**config.mk**
```make
export PLATFORM = sky130hd
export DESIGN_NAME = dmem_arbiter
export DESIGN_NICKNAME = d
export VERILOG_FILES = /design/src/rtl/dmem_arbiter.sv
export SDC_FILE = /design/constraint.sdc
export NUM_CORES = 1
export LEC_CHECK = 0
export BUFFER_PORTS_ARGS = -buffer_cell sky130_fd_sc_hd__buf_2
export CAP_MARGIN = 20
export CORE_MARGIN = 3
export CORE_UTILIZATION = 45
export DETAILED_ROUTE_END_ITERATION = 16
export GPL_TIMING_DRIVEN = 0
export PLACE_DENSITY = 0.78
export SYNTH_ARGS = -nofsm -noshare
export SYNTH_HDL_FRONTEND = slang
export SYNTH_SLANG_ARGS = --single-unit
export TNS_END_PERCENT = 1
```
**constraint.sdc**
```tcl
create_clock -name clk -period 4.1 [get_ports clk]
set_input_delay 0.205 -clock clk [delete_from_list [all_inputs] [get_ports clk]]
set_output_delay 0.205 -clock clk [all_outputs]
set_load 0.05 [all_outputs]
```
**src/rtl/dmem_arbiter.sv**
```systemverilog
// dmem_arbiter: two-port (core / DMA) arbiter in front of a single-ported
// data memory. One transaction in flight at a time. Reads take LAT cycles
// from the m_en strobe to valid m_rdata.
// Optional feature: define DMEM_ARB_LOCK_EN to add the d_lock_i port, which lets
// the DMA hold the memory across back-to-back transactions.
module dmem_arbiter #(
    parameter int LAT = 1
) (
    input  logic        clk,
    input  logic        rst,
    input  logic        c_req_i,
    input  logic        c_we_i,
    input  logic [31:0] c_addr_i,
    input  logic [31:0] c_wdata_i,
    output logic        c_gnt_o,
    output logic        c_rvalid_o,
    output logic [31:0] c_rdata_o,
    output logic        stall_core_o,
    input  logic        d_req_i,
    input  logic        d_we_i,
    input  logic [31:0] d_addr_i,
    input  logic [31:0] d_wdata_i,
`ifdef DMEM_ARB_LOCK_EN
    input  logic        d_lock_i,
`endif
    output logic        d_gnt_o,
    output logic        d_rvalid_o,
    output logic [31:0] d_rdata_o,
    output logic        m_en_o,
    output logic        m_we_o,
    output logic [31:0] m_addr_o,
    output logic [31:0] m_wdata_o,
    input  logic [31:0] m_rdata_i,
    output logic        busy_o
);

    typedef enum logic [1:0] {IDLE, ISSUE, WAIT, RESP} state_t;

    state_t      state_q, state_d;
    logic        owner_q;      // 1: DMA owns the transaction, 0: core
    logic        we_q;
    logic [31:0] addr_q, wdata_q;
    logic        last_dma_q;   // round-robin pointer: 1 when DMA was served last
    logic [2:0]  cnt_q;        // WAIT cycle counter, 0..LAT-1
    logic [31:0] c_rdata_q, d_rdata_q;

    logic lock_win, pick_dma, grant, wait_last, c_gnt, d_gnt, stall;

`ifdef DMEM_ARB_LOCK_EN
    // A locked DMA keeps the memory as long as it was the last one served.
    assign lock_win = last_dma_q & d_req_i & d_lock_i;
`else
    assign lock_win = 1'b0;
`endif

    // DMA wins when alone, on a tie when the core was served last, or on lock.
    assign pick_dma  = lock_win | (d_req_i & ~(c_req_i & last_dma_q));
    assign wait_last = (cnt_q == 3'(LAT - 1));

    // Next-state logic and combinational grant, requests sampled only in IDLE.
    always_comb begin
        state_d = state_q;
        grant   = 1'b0;
        c_gnt   = 1'b0;
        d_gnt   = 1'b0;
        case (state_q)
            IDLE: begin
                if (c_req_i | d_req_i) begin
                    grant   = 1'b1;
                    c_gnt   = ~pick_dma;
                    d_gnt   = pick_dma;
                    state_d = ISSUE;
                end
            end
            ISSUE:   state_d = we_q ? IDLE : WAIT;
            WAIT:    if (wait_last) state_d = RESP;
            RESP:    state_d = IDLE;
            default: state_d = IDLE;
        endcase
    end

    // Core stall: waiting for a grant, or owning a not-yet-answered access.
    always_comb begin
        stall = 1'b0;
        case (state_q)
            IDLE:        stall = c_req_i & ~c_gnt;
            ISSUE, WAIT: stall = owner_q ? c_req_i : 1'b1;
            RESP:        stall = owner_q & c_req_i;
            default:     stall = 1'b0;
        endcase
    end

    // State register.
    always_ff @(posedge clk or negedge rst) begin
        if (!rst) state_q <= IDLE;
        else      state_q <= state_d;
    end

    // Capture the winning request and advance the round-robin pointer.
    always_ff @(posedge clk or negedge rst) begin
        if (!rst) begin
            owner_q    <= 1'b0;
            we_q       <= 1'b0;
            addr_q     <= 32'h0;
            wdata_q    <= 32'h0;
            last_dma_q <= 1'b1;
        end else if (grant) begin
            owner_q    <= pick_dma;
            we_q       <= pick_dma ? d_we_i    : c_we_i;
            addr_q     <= pick_dma ? d_addr_i  : c_addr_i;
            wdata_q    <= pick_dma ? d_wdata_i : c_wdata_i;
            last_dma_q <= pick_dma;
        end
    end

    // Count WAIT cycles; cleared while the access is being issued.
    always_ff @(posedge clk or negedge rst) begin
        if (!rst)                  cnt_q <= 3'd0;
        else if (state_q == ISSUE) cnt_q <= 3'd0;
        else if (state_q == WAIT)  cnt_q <= cnt_q + 3'd1;
    end

    // Latch read data into the owner's register on the last WAIT cycle.
    always_ff @(posedge clk or negedge rst) begin
        if (!rst) begin
            c_rdata_q <= 32'h0;
            d_rdata_q <= 32'h0;
        end else if (state_q == WAIT && wait_last) begin
            if (owner_q) d_rdata_q <= m_rdata_i;
            else         c_rdata_q <= m_rdata_i;
        end
    end

    // Outputs. Grants and stall are masked during reset so every output is 0.
    assign c_gnt_o      = c_gnt & rst;
    assign d_gnt_o      = d_gnt & rst;
    assign stall_core_o = stall & rst;
    assign m_en_o       = (state_q == ISSUE);
    assign m_we_o       = m_en_o & we_q;
    assign m_addr_o     = m_en_o ? addr_q  : 32'h0;
    assign m_wdata_o    = m_en_o ? wdata_q : 32'h0;
    assign c_rvalid_o   = (state_q == RESP) & ~owner_q;
    assign d_rvalid_o   = (state_q == RESP) & owner_q;
    assign c_rdata_o    = c_rdata_q;
    assign d_rdata_o    = d_rdata_q;
    assign busy_o       = (state_q != IDLE);

endmodule

```
==> results.json, run 1 <==
{
  "drv_slew": 0,
  "antenna_found_initial": 0,
  "syn_to_final_growth_pct": 38.52,
  "finalHoldViolCount": 0,
  "p_per_area_mw_per_mm2": 1001,
  "synth_cells": 503,
  "fin_nets": 998,
  "wl_met3_um": 1410,
  "highest_layer": "met4",
  "crit_family": "buffers and inverters",
  "grt_max_degree": 85,
  "wl_per_cell_um": 17.05,
  "viasPerCell": 5.052,
  "root_buffer": "clkbuf_16",
  "synth_seq_cells": 136,
  "p_comb_share_pct": 53.9,
  "path_depth": 6,
  "worst_pin_slew_ns": 0.5167,
  "p_sw_share_pct": 48.35,
  "hold_class": "in2reg",
  "grt_pass1_vias": 5124,
  "p_clk_share_pct": 19.1,
  "status": "finished clean",
  "cts_tree": "yes",
  "dieWidth_um": 124.2,
  "critPathSlowestCell": "clkbuf_1",
  "irDropWorstVdd_mv": 0.4175,
  "cp_max_fo": 10,
  "slowest_delay_ns": 0.44,
  "power_frac_seq_pct": 27.0,
  "grt.overflow.total": 0,
  "max_freq_ghz": 0.3608,
  "diodes": 0,
  "synth_top_cell_by_area": "dfrtp_1",
  "cts.path.max_buffers": 2,
  "grt_pass1_wl_um": 25940,
  "seq_area_frac_synth_pct": 54.19,
  "ioPinCount": 302,
  "min_period_ns": 2.772,
  "tns_ns": 0,
  "worstSetupPathType": "reg2out",
  "crit_top_cell": "clkbuf_1",
  "async_reset_ff_share_pct": 100.0,
  "yosys-top-cells-area": "dfrtp_1, mux2_2, and2_1",
  "rows": 42,
  "portBuffers": 301,
  "ctsHtreeMaxLevel": 4,
  "fin_crit_sh_pct": 67.60,
  "p_int_uw": 4498,
  "gp_congestion": 0.7708,
  "drtAntennaViolNets": 0,
  "worst-path-buf-inv": 4,
  "mappedNetlistArea_mm2": 0.006282,
  "setup_viol": 0,
  "rsz0062_at_grt": "false",
  "die_h_um": 124.2,
  "yosys_warnings": 0,
  "wl_met2_um": 8830,
  "drt_iter0_markers": 303,
  "synth_fp_nets": 676,
  "met1Wirelength_um": 6794,
  "core-area_mm2": 0.01345,
  "ys.flop_type": "dfrtp_1",
  "synth.top_cell.area_share_pct": 53.77,
  "final_common_cell": "buf_2",
  "worstPathRequired_ns": 3.89,
  "end_kind": "primary output",
  "whs_path_depth": 2,
  "cp.arrival_ns": 2.57,
  "detailed_place_hpwl_um": 13300,
  "path_clk_slew_ns": 0.06,
  "insertion_delay_ns": 0.41,
  "initial_utilization_pct": 46.70,
  "cts_resized": 0,
  "drive_above_1_share_pct": 50.60,
  "track_usage_pct": 21.86,
  "wl_um": 17290,
  "synth_edf_count": 0,
  "dr.pass1.iters": 4,
  "post-cts-setup-buffers": 0,
  "die-area_mm2": 0.01541,
  "drc": 0,
  "crit_chain": "inv_1 > ha_1 > clkbuf_1 > clkbuf_1 > and2_1 > buf_2",
  "start_kind": "flip-flop",
  "clock_sinks": 136,
  "syn_area_per_cell_um2": 12.49,
  "p_leak_uw": 0.004497,
  "switchingPower_uw": 4210,
  "num_vias": 5123,
  "final_cell_mix": "buf_2, dfrtp_1, and2_1",
  "fin_total_pwr_uw": 8707,
  "skew_ns": 0.006332,
  "slew_headroom_pct": 65.55,
  "cts_buffers": 17,
  "num-fill-cells": 1078,
  "ff2ff_path_depth": 5,
  "max-cap-violations": 0,
  "ys_types": 33
}
area by class of cell:
class | count | area [um2] | area share, %
Tap cell | 176 | 220.2 | 2.531
Timing Repair Buffer | 303 | 1550 | 17.81
Inverter | 7 | 26.28 | 0.3019
Clock buffer | 18 | 429.2 | 4.932
Buffer | 34 | 266.5 | 3.063
Multi-Input combinational cell | 326 | 2585 | 29.71
Clock inverter | 14 | 220.2 | 2.531
Sequential cell | 136 | 3405 | 39.12
path summary, 6_finish.rpt:
path | startpoint | end | slack (ns)
max reg2reg | state_q[0] | c_rdata_o[6] | 2.11
min in group asynchronous | rst | c_rdata_o[18] | 0.31
max | flip-flop | m_wdata_o[18] | 1.33
min reg2reg | wdata_q[17] | wdata_q[17] | 0.47
max in group asynchronous | rst | addr_q[7] | 3.00
min | d_wdata_i[4] | wdata_q[4] | 0.02
cell usage after synthesis (all sizes together) (2+ instances only):
cell,number
buf,25
ha,7
and2,106
a21oi,2
mux2i,29
nand2b,5
mux2,64
inv,7
nor3b,2
o21ai,31
clkbuf,9
nand2,31
a221o,38
dfrtp,135
worst register-to-register path, stage by stage, from the launching register on:
cell and delay [ns]:
dfrtp_1 0.41, inv_1 0.15, ha_1 0.30, nor3b_4 0.43, buf_6 0.22, mux2_2 0.36
power by group through the flow:
| stage | Combinational [uW] | Clock [uW] | Sequential (uW) |
|---|---|---|---|
| floorplan | 2450 | 0 | 3440 |
| global placement | 4620 | 0 | 2320 |
| detailed placement | 4710 | 0 | 2350 |
| CTS | 4740 | 1690 | 2350 |
| global route | 5000 | 1750 | 2430 |
| finish | 4700 | 1660 | 2350 |
logic make-up (layout without fill, tap and decap cells):
group / count (synthesis) / in the layout / synth area share [%]
multiplexers: 93 / 93 / 16.09
flip-flops: 136 / 136 / 54.19
AND/OR/NAND/NOR: 147 / 147 / 13.86
buffers and inverters: 41 / 376 / 4.660
AO/OA/AOI/OAI: 79 / 79 / 9.799
adder cells (fa/ha/maj): 7 / 7 / 1.394
routing by layer:
layer / track usage [%] / vias to the layer above
li1: - / 2416
met1: 25.71 / 2470
met2: 38.28 / 215
met3: 6.176 / 22
met4: 7.598 / 0
met5: 0 / -
stage by stage:
step / instances / worst slack, ns / hold slack (ns) / cell area (um2) / utilization (%)
CTS: 1014 / 1.268 / 0.0003952 / 8702 / 64.69
finish: 1014 / 1.328 / 0.01576 / 8702 / 64.69
floorplan: 503 / 1.477 / -0.09059 / 6282 / -
global placement: 980 / 0.8620 / 0.4336 / 8009 / 59.53
detailed placement: 981 / 1.727 / 0.1933 / 8043 / 59.78
global route: 1014 / 1.094 / 0.005686 / 8702 / 64.69
state kept, by name, indices dropped and copies added (netlist names), named ones only:
register / flops
addr_q: 32
c_rdata_o: 32
cnt_q: 3
d_rdata_o: 32
last_dma_q: 1
owner_q: 1
state_q: 1
wdata_q: 32
we_q: 1
what timing repair did:
action	CTS	global route
endpoints found under the hold margin	52	0
setup endpoints to repair	0	0
hold buffers	1	0
Note: power is estimated with default switching activity, not from simulation.
==> run 2, diff against run 1 <==
clock period = 2.65 ns   (was 4.1 ns; I/O delays follow)
==> run 2 against run 1 <==
Cell area is 13% higher. Total power is 64% higher. Routed wire length is 16% higher. Highest routed layer unchanged. Cell count grew 11%. Sequential power grew 56%. Clock skew is 0.0017 ns higher. Clock power rose by 55%. Largest power group unchanged. Worst setup slack got worse by 1.2 ns. Worst hold slack lost 0.0015 ns. First-iteration DRC count is 1.3% higher. Flip-flop and latch count did not move. Critical path type unchanged. Count of clock-buffer cells in the layout unchanged.
==> results.json, run 2 (synthesis gave the netlist of run 1 again) <==
{
  "critical_path.startpoint": "state_q[0]",
  "grt_pass1_vias": 6054,
  "dr.pass1.iters": 5,
  "hold_class": "in2reg",
  "cts_buffers": 17,
  "dieWidth_um": 124.2,
  "crit_top_cell": "buf_6",
  "final_common_cell": "buf_2",
  "insertion_delay_ns": 0.41,
  "p_per_area_mw_per_mm2": 1454,
  "seq_area_mm2": 0.003405,
  "wl_um": 20120,
  "drv_slew": 0,
  "drtAntennaViolNets": 0,
  "grt.overflow.total": 0,
  "crit_chain": "inv_1 > ha_1 > nand2_1 > nor2_1 > buf_6 > buf_6 > and2_1 > buf_2",
  "slowest_delay_ns": 0.41,
  "initial_utilization_pct": 46.70,
  "die_h_um": 124.2,
  "p_leak_uw": 0.004987,
  "ioPinCount": 302,
  "cts_tree": "yes",
  "worst_pin_slew_ns": 0.5310,
  "place_ws_ns": 0.3495,
  "timing.rr.end": "addr_q[16]",
  "portBuffers": 301,
  "crit_end": "c_gnt_o",
  "slew_headroom_pct": 64.60,
  "finalHoldViolCount": 0,
  "cp_max_fo": 10,
  "worst-path-buf-inv": 4,
  "fin_crit_sh_pct": 94.24,
  "max_freq_ghz": 0.4004,
  "start_kind": "flip-flop",
  "final_cell_mix": "buf_2, dfrtp_1, dlygate4sd3_1",
  "rows": 42,
  "worstPathRequired_ns": 2.52,
  "track_usage_pct": 25.60,
  "crit_family": "buffers and inverters",
  "grt_max_degree": 85,
  "critPathSlowestCell": "dfrtp_1",
  "max-cap-violations": 0,
  "r2r-start": "state_q[0]",
  "hold_slack_ns": 0.01424,
  "ctsHtreeMaxLevel": 4,
  "multi_input_area_mm2": 0.002587,
  "antenna_found_initial": 0,
  "skew_ns": 0.008002,
  "rsz0062_at_grt": "false",
  "ff2ff_path_depth": 8,
  "ff2ff_setup_slack_ns": 0.20,
  "path_clk_slew_ns": 0.06,
  "fin_nets": 1107,
  "setup_viol": 0,
  "diodes": 0,
  "num-fill-cells": 896,
  "cts.path.max_buffers": 2,
  "drt_iter0_markers": 307,
  "min_period_ns": 2.497,
  "wl_per_cell_um": 17.91,
  "root_buffer": "clkbuf_16",
  "drive_above_1_share_pct": 45.09,
  "syn_to_final_growth_pct": 55.96,
  "viasPerCell": 5.153,
  "path_depth": 8,
  "irDropWorstVdd_mv": 0.7031,
  "detailed_place_hpwl_um": 13300,
  "clock_sinks": 136,
  "cp.arrival_ns": 2.36,
  "gp_congestion": 0.7708,
  "worstSetupPathType": "reg2out",
  "die-area_mm2": 0.01541,
  "core-area_mm2": 0.01345,
  "drc": 0,
  "num_vias": 5787,
  "worst_slack_ns": 0.1525,
  "grt_pass1_wl_um": 30170,
  "status": "finished clean",
  "end_kind": "primary output"
}
-- run 2: layout make-up --
cell class | count | share of cell area [%]
buffer | 34 | 2.745
tap | 176 | 2.247
clock buffer | 18 | 4.380
clock inverter | 14 | 2.247
multi-input combinational | 326 | 26.41
timing repair buffer | 412 | 26.96
sequential | 136 | 34.75
inverter | 7 | 0.2682
-- run 2: tightest hold or removal path, cell delays in order --
cell,delay [ns]
buf_2,0.08
mux2i_1,0.05
o21ai_0,0.13
-- run 2: how the worst min path moves through the flow --
| stage | start | endpoint | slack [ns] | depth (start not counted) |
|---|---|---|---|---|
| 2_1_floorplan | rst | async pin | -0.16 | 0 |
| 3_3_place_gp | d_wdata_i[3] | wdata_q[3] | 0.36 | 2 |
| 3_5_place_dp | rst | c_rdata_o[18] | 0.12 | 1 |
| 4_1_cts | d_wdata_i[25] | wdata_q[25] | 0.0004 | 3 |
| 5_1_grt | d_wdata_i[25] | wdata_q[25] | 0.009 | 3 |
| 6_report | d_wdata_i[13] | wdata_q[13] | 0.01 | 3 |
-- run 2: what timing repair did --
action,in CTS,in global routing
hold buffers,110,0
gates resized for setup,1,3
endpoints found under the hold margin,155,0
endpoints found under the setup margin,30,30
buffers inserted,0,0
-- run 2: where the power goes --
part	total (uW)	internal, uW	switching (uW)	leakage [uW]
Sequential	3660	3120	540	0.00163
Combinational	8000	2690	5310	0.00305
Clock	2580	1680	908	0.000303
-- run 2: metrics by stage --
step                TNS (ns)  instance area (um2)  total power (uW)  instances  utilization (%)
finish                     0                 9798             14250       1123            72.83
global route               0                 9798             14940       1123            72.83
floorplan                  0                 6282              9113        503                -
global placement      -41.14                 8009             10740        980            59.53
CTS                        0                 9794             14170       1123            72.81
detailed placement         0                 8043             10940        981            59.78
-- run 2: routing by layer --
layer	part of all wire [%]	vias up	track usage, %
li1	-	2631	-
met1	37	2828	27.62
met2	53	278	47.03
met5	0	-	0
met4	2.7	0	10.95
met3	7.8	50	6.767
==> run 3, diff against run 2 <==
BUFFER_PORTS_ARGS = unset   (was -buffer_cell sky130_fd_sc_hd__buf_2)
CAP_MARGIN = 10   (was 20)
CORE_AREA = 3 3 115 117   (was unset)
CORE_MARGIN = unset   (was 3)
CORE_UTILIZATION = unset   (was 45)
DIE_AREA = 0 0 118 120   (was unset)
DONT_BUFFER_PORTS = 1   (was unset)
PLACE_DENSITY = 0.66   (was 0.78)
==> run 3 against run 2 <==
The run now fails in 4_1_cts. Synthesized area did not move. Synthesized cell count did not move.
==> results.json, run 3 <==
{
  "status": "aborted with a tool error",
  "lastStage": "4_1_cts",
  "error": "[ERROR RSZ-0060] Max buffer count reached.",
  "root_buffer": "clkbuf_16",
  "ctsHtreeMaxLevel": 4,
  "portBuffers": 0,
  "placed_area_mm2": 0.006497,
  "synth_fp_nets": 676,
  "dp.cells": 675,
  "synth_cells": 503,
  "async_reset_ff_share_pct": 100.0,
  "die_h_um": 120,
  "yosysMostFrequentCell": "dfrtp_1",
  "yosys-top-cells-count": "dfrtp_1, and2_1, mux2_2",
  "ys_types": 33,
  "seq_area_frac_synth_pct": 54.19,
  "yosys_warnings": 0,
  "yosys-top-cells-area": "dfrtp_1, mux2_2, and2_1",
  "mappedNetlistArea_mm2": 0.006282,
  "syn_area_per_cell_um2": 12.49,
  "initial_utilization_pct": 50.40,
  "synth_top_cell_by_area": "dfrtp_1",
  "cts_hold_buffers": 143,
  "gp_congestion": 0.7766,
  "synth_seq_cells": 136,
  "synth.top_cell.area_share_pct": 53.77,
  "cts_resized": 33,
  "detailed_place_hpwl_um": 11170,
  "ys.flop_type": "dfrtp_1",
  "rows": 41,
  "dieWidth_um": 118,
  "synth_edf_count": 0,
  "clock_sinks": 136,
  "place_ws_ns": -0.01768,
  "cts_buffers": 17,
  "cts.path.max_buffers": 2,
  "ioPinCount": 302,
  "post-cts-setup-buffers": 0
}
-- run 3: metrics by stage --
step	util (%)	hold WS (ns)
after floorplan	-	-0.1631
after global placement	52.12	-0.1602
after detailed placement	52.12	-0.1599
-- run 3: cells by family after synthesis --
| group | synth area share (%) |
|---|---|
| fa+ha+maj | 1.394 |
| flops | 54.19 |
| compound gates | 9.799 |
| mux | 16.09 |
| simple gates | 13.86 |
| buf+inv | 4.660 |
==> run 4, diff against run 3 <==
CORE_AREA = unset   (was 3 3 115 117)
CORE_MARGIN = 3   (was unset)
CORE_UTILIZATION = 40   (was unset)
DIE_AREA = unset   (was 0 0 118 120)
PLACE_DENSITY = unset   (was 0.66)
PLACE_DENSITY_LB_ADDON = 0.15   (was unset)
==> run 4 against run 3 <==
The run again fails in 4_1_cts. Synthesized cell count unchanged. Synthesized area unchanged.
==> results.json, run 4 <==
{
  "synth_cells": 503,
  "lastStage": "4_1_cts",
  "rows": 45,
  "error": "[ERROR RSZ-0060] Max buffer count reached.",
  "initial_utilization_pct": 41.17,
  "yosys_warnings": 0,
  "ys_types": 33,
  "detailed_place_hpwl_um": 11690,
  "yosysMostFrequentCell": "dfrtp_1",
  "cts_buffers": 17,
  "synth_edf_count": 0,
  "post-cts-setup-buffers": 0,
  "ctsHtreeMaxLevel": 4,
  "root_buffer": "clkbuf_16",
  "synth_fp_nets": 676,
  "dp.cells": 714,
  "die_h_um": 131.3,
  "cts.path.max_buffers": 2,
  "async_reset_ff_share_pct": 100.0,
  "synth_top_cell_by_area": "dfrtp_1",
  "ys.flop_type": "dfrtp_1",
  "seq_area_frac_synth_pct": 54.19,
  "portBuffers": 0,
  "clock_sinks": 136,
  "cts_hold_buffers": 151,
  "synth_seq_cells": 136,
  "synth.top_cell.area_share_pct": 53.77,
  "dieWidth_um": 131.3,
  "ioPinCount": 302,
  "syn_area_per_cell_um2": 12.49,
  "yosys-top-cells-count": "dfrtp_1, and2_1, mux2_2",
  "yosys-top-cells-area": "dfrtp_1, mux2_2, and2_1",
  "mappedNetlistArea_mm2": 0.006282,
  "gp_congestion": 0.7747,
  "status": "aborted with a tool error",
  "cts_resized": 16
}
-- run 4: cell families after synthesis --
logic type      synth area share [%]
compound gates                 9.799
simple gates                   13.86
mux                            16.09
flops                          54.19
fa+ha+maj                      1.394
buf+inv                        4.660
-- run 4: per-stage QoR --
stage          hold WS, ns  cell area, um2  setup WS, ns  setup TNS, ns
3_3_place_gp       -0.1594            6546       -0.1855        -0.9552
2_1_floorplan      -0.1631            6282       0.09920              0
3_5_place_dp       -0.1596            6546      -0.09209         -1.082
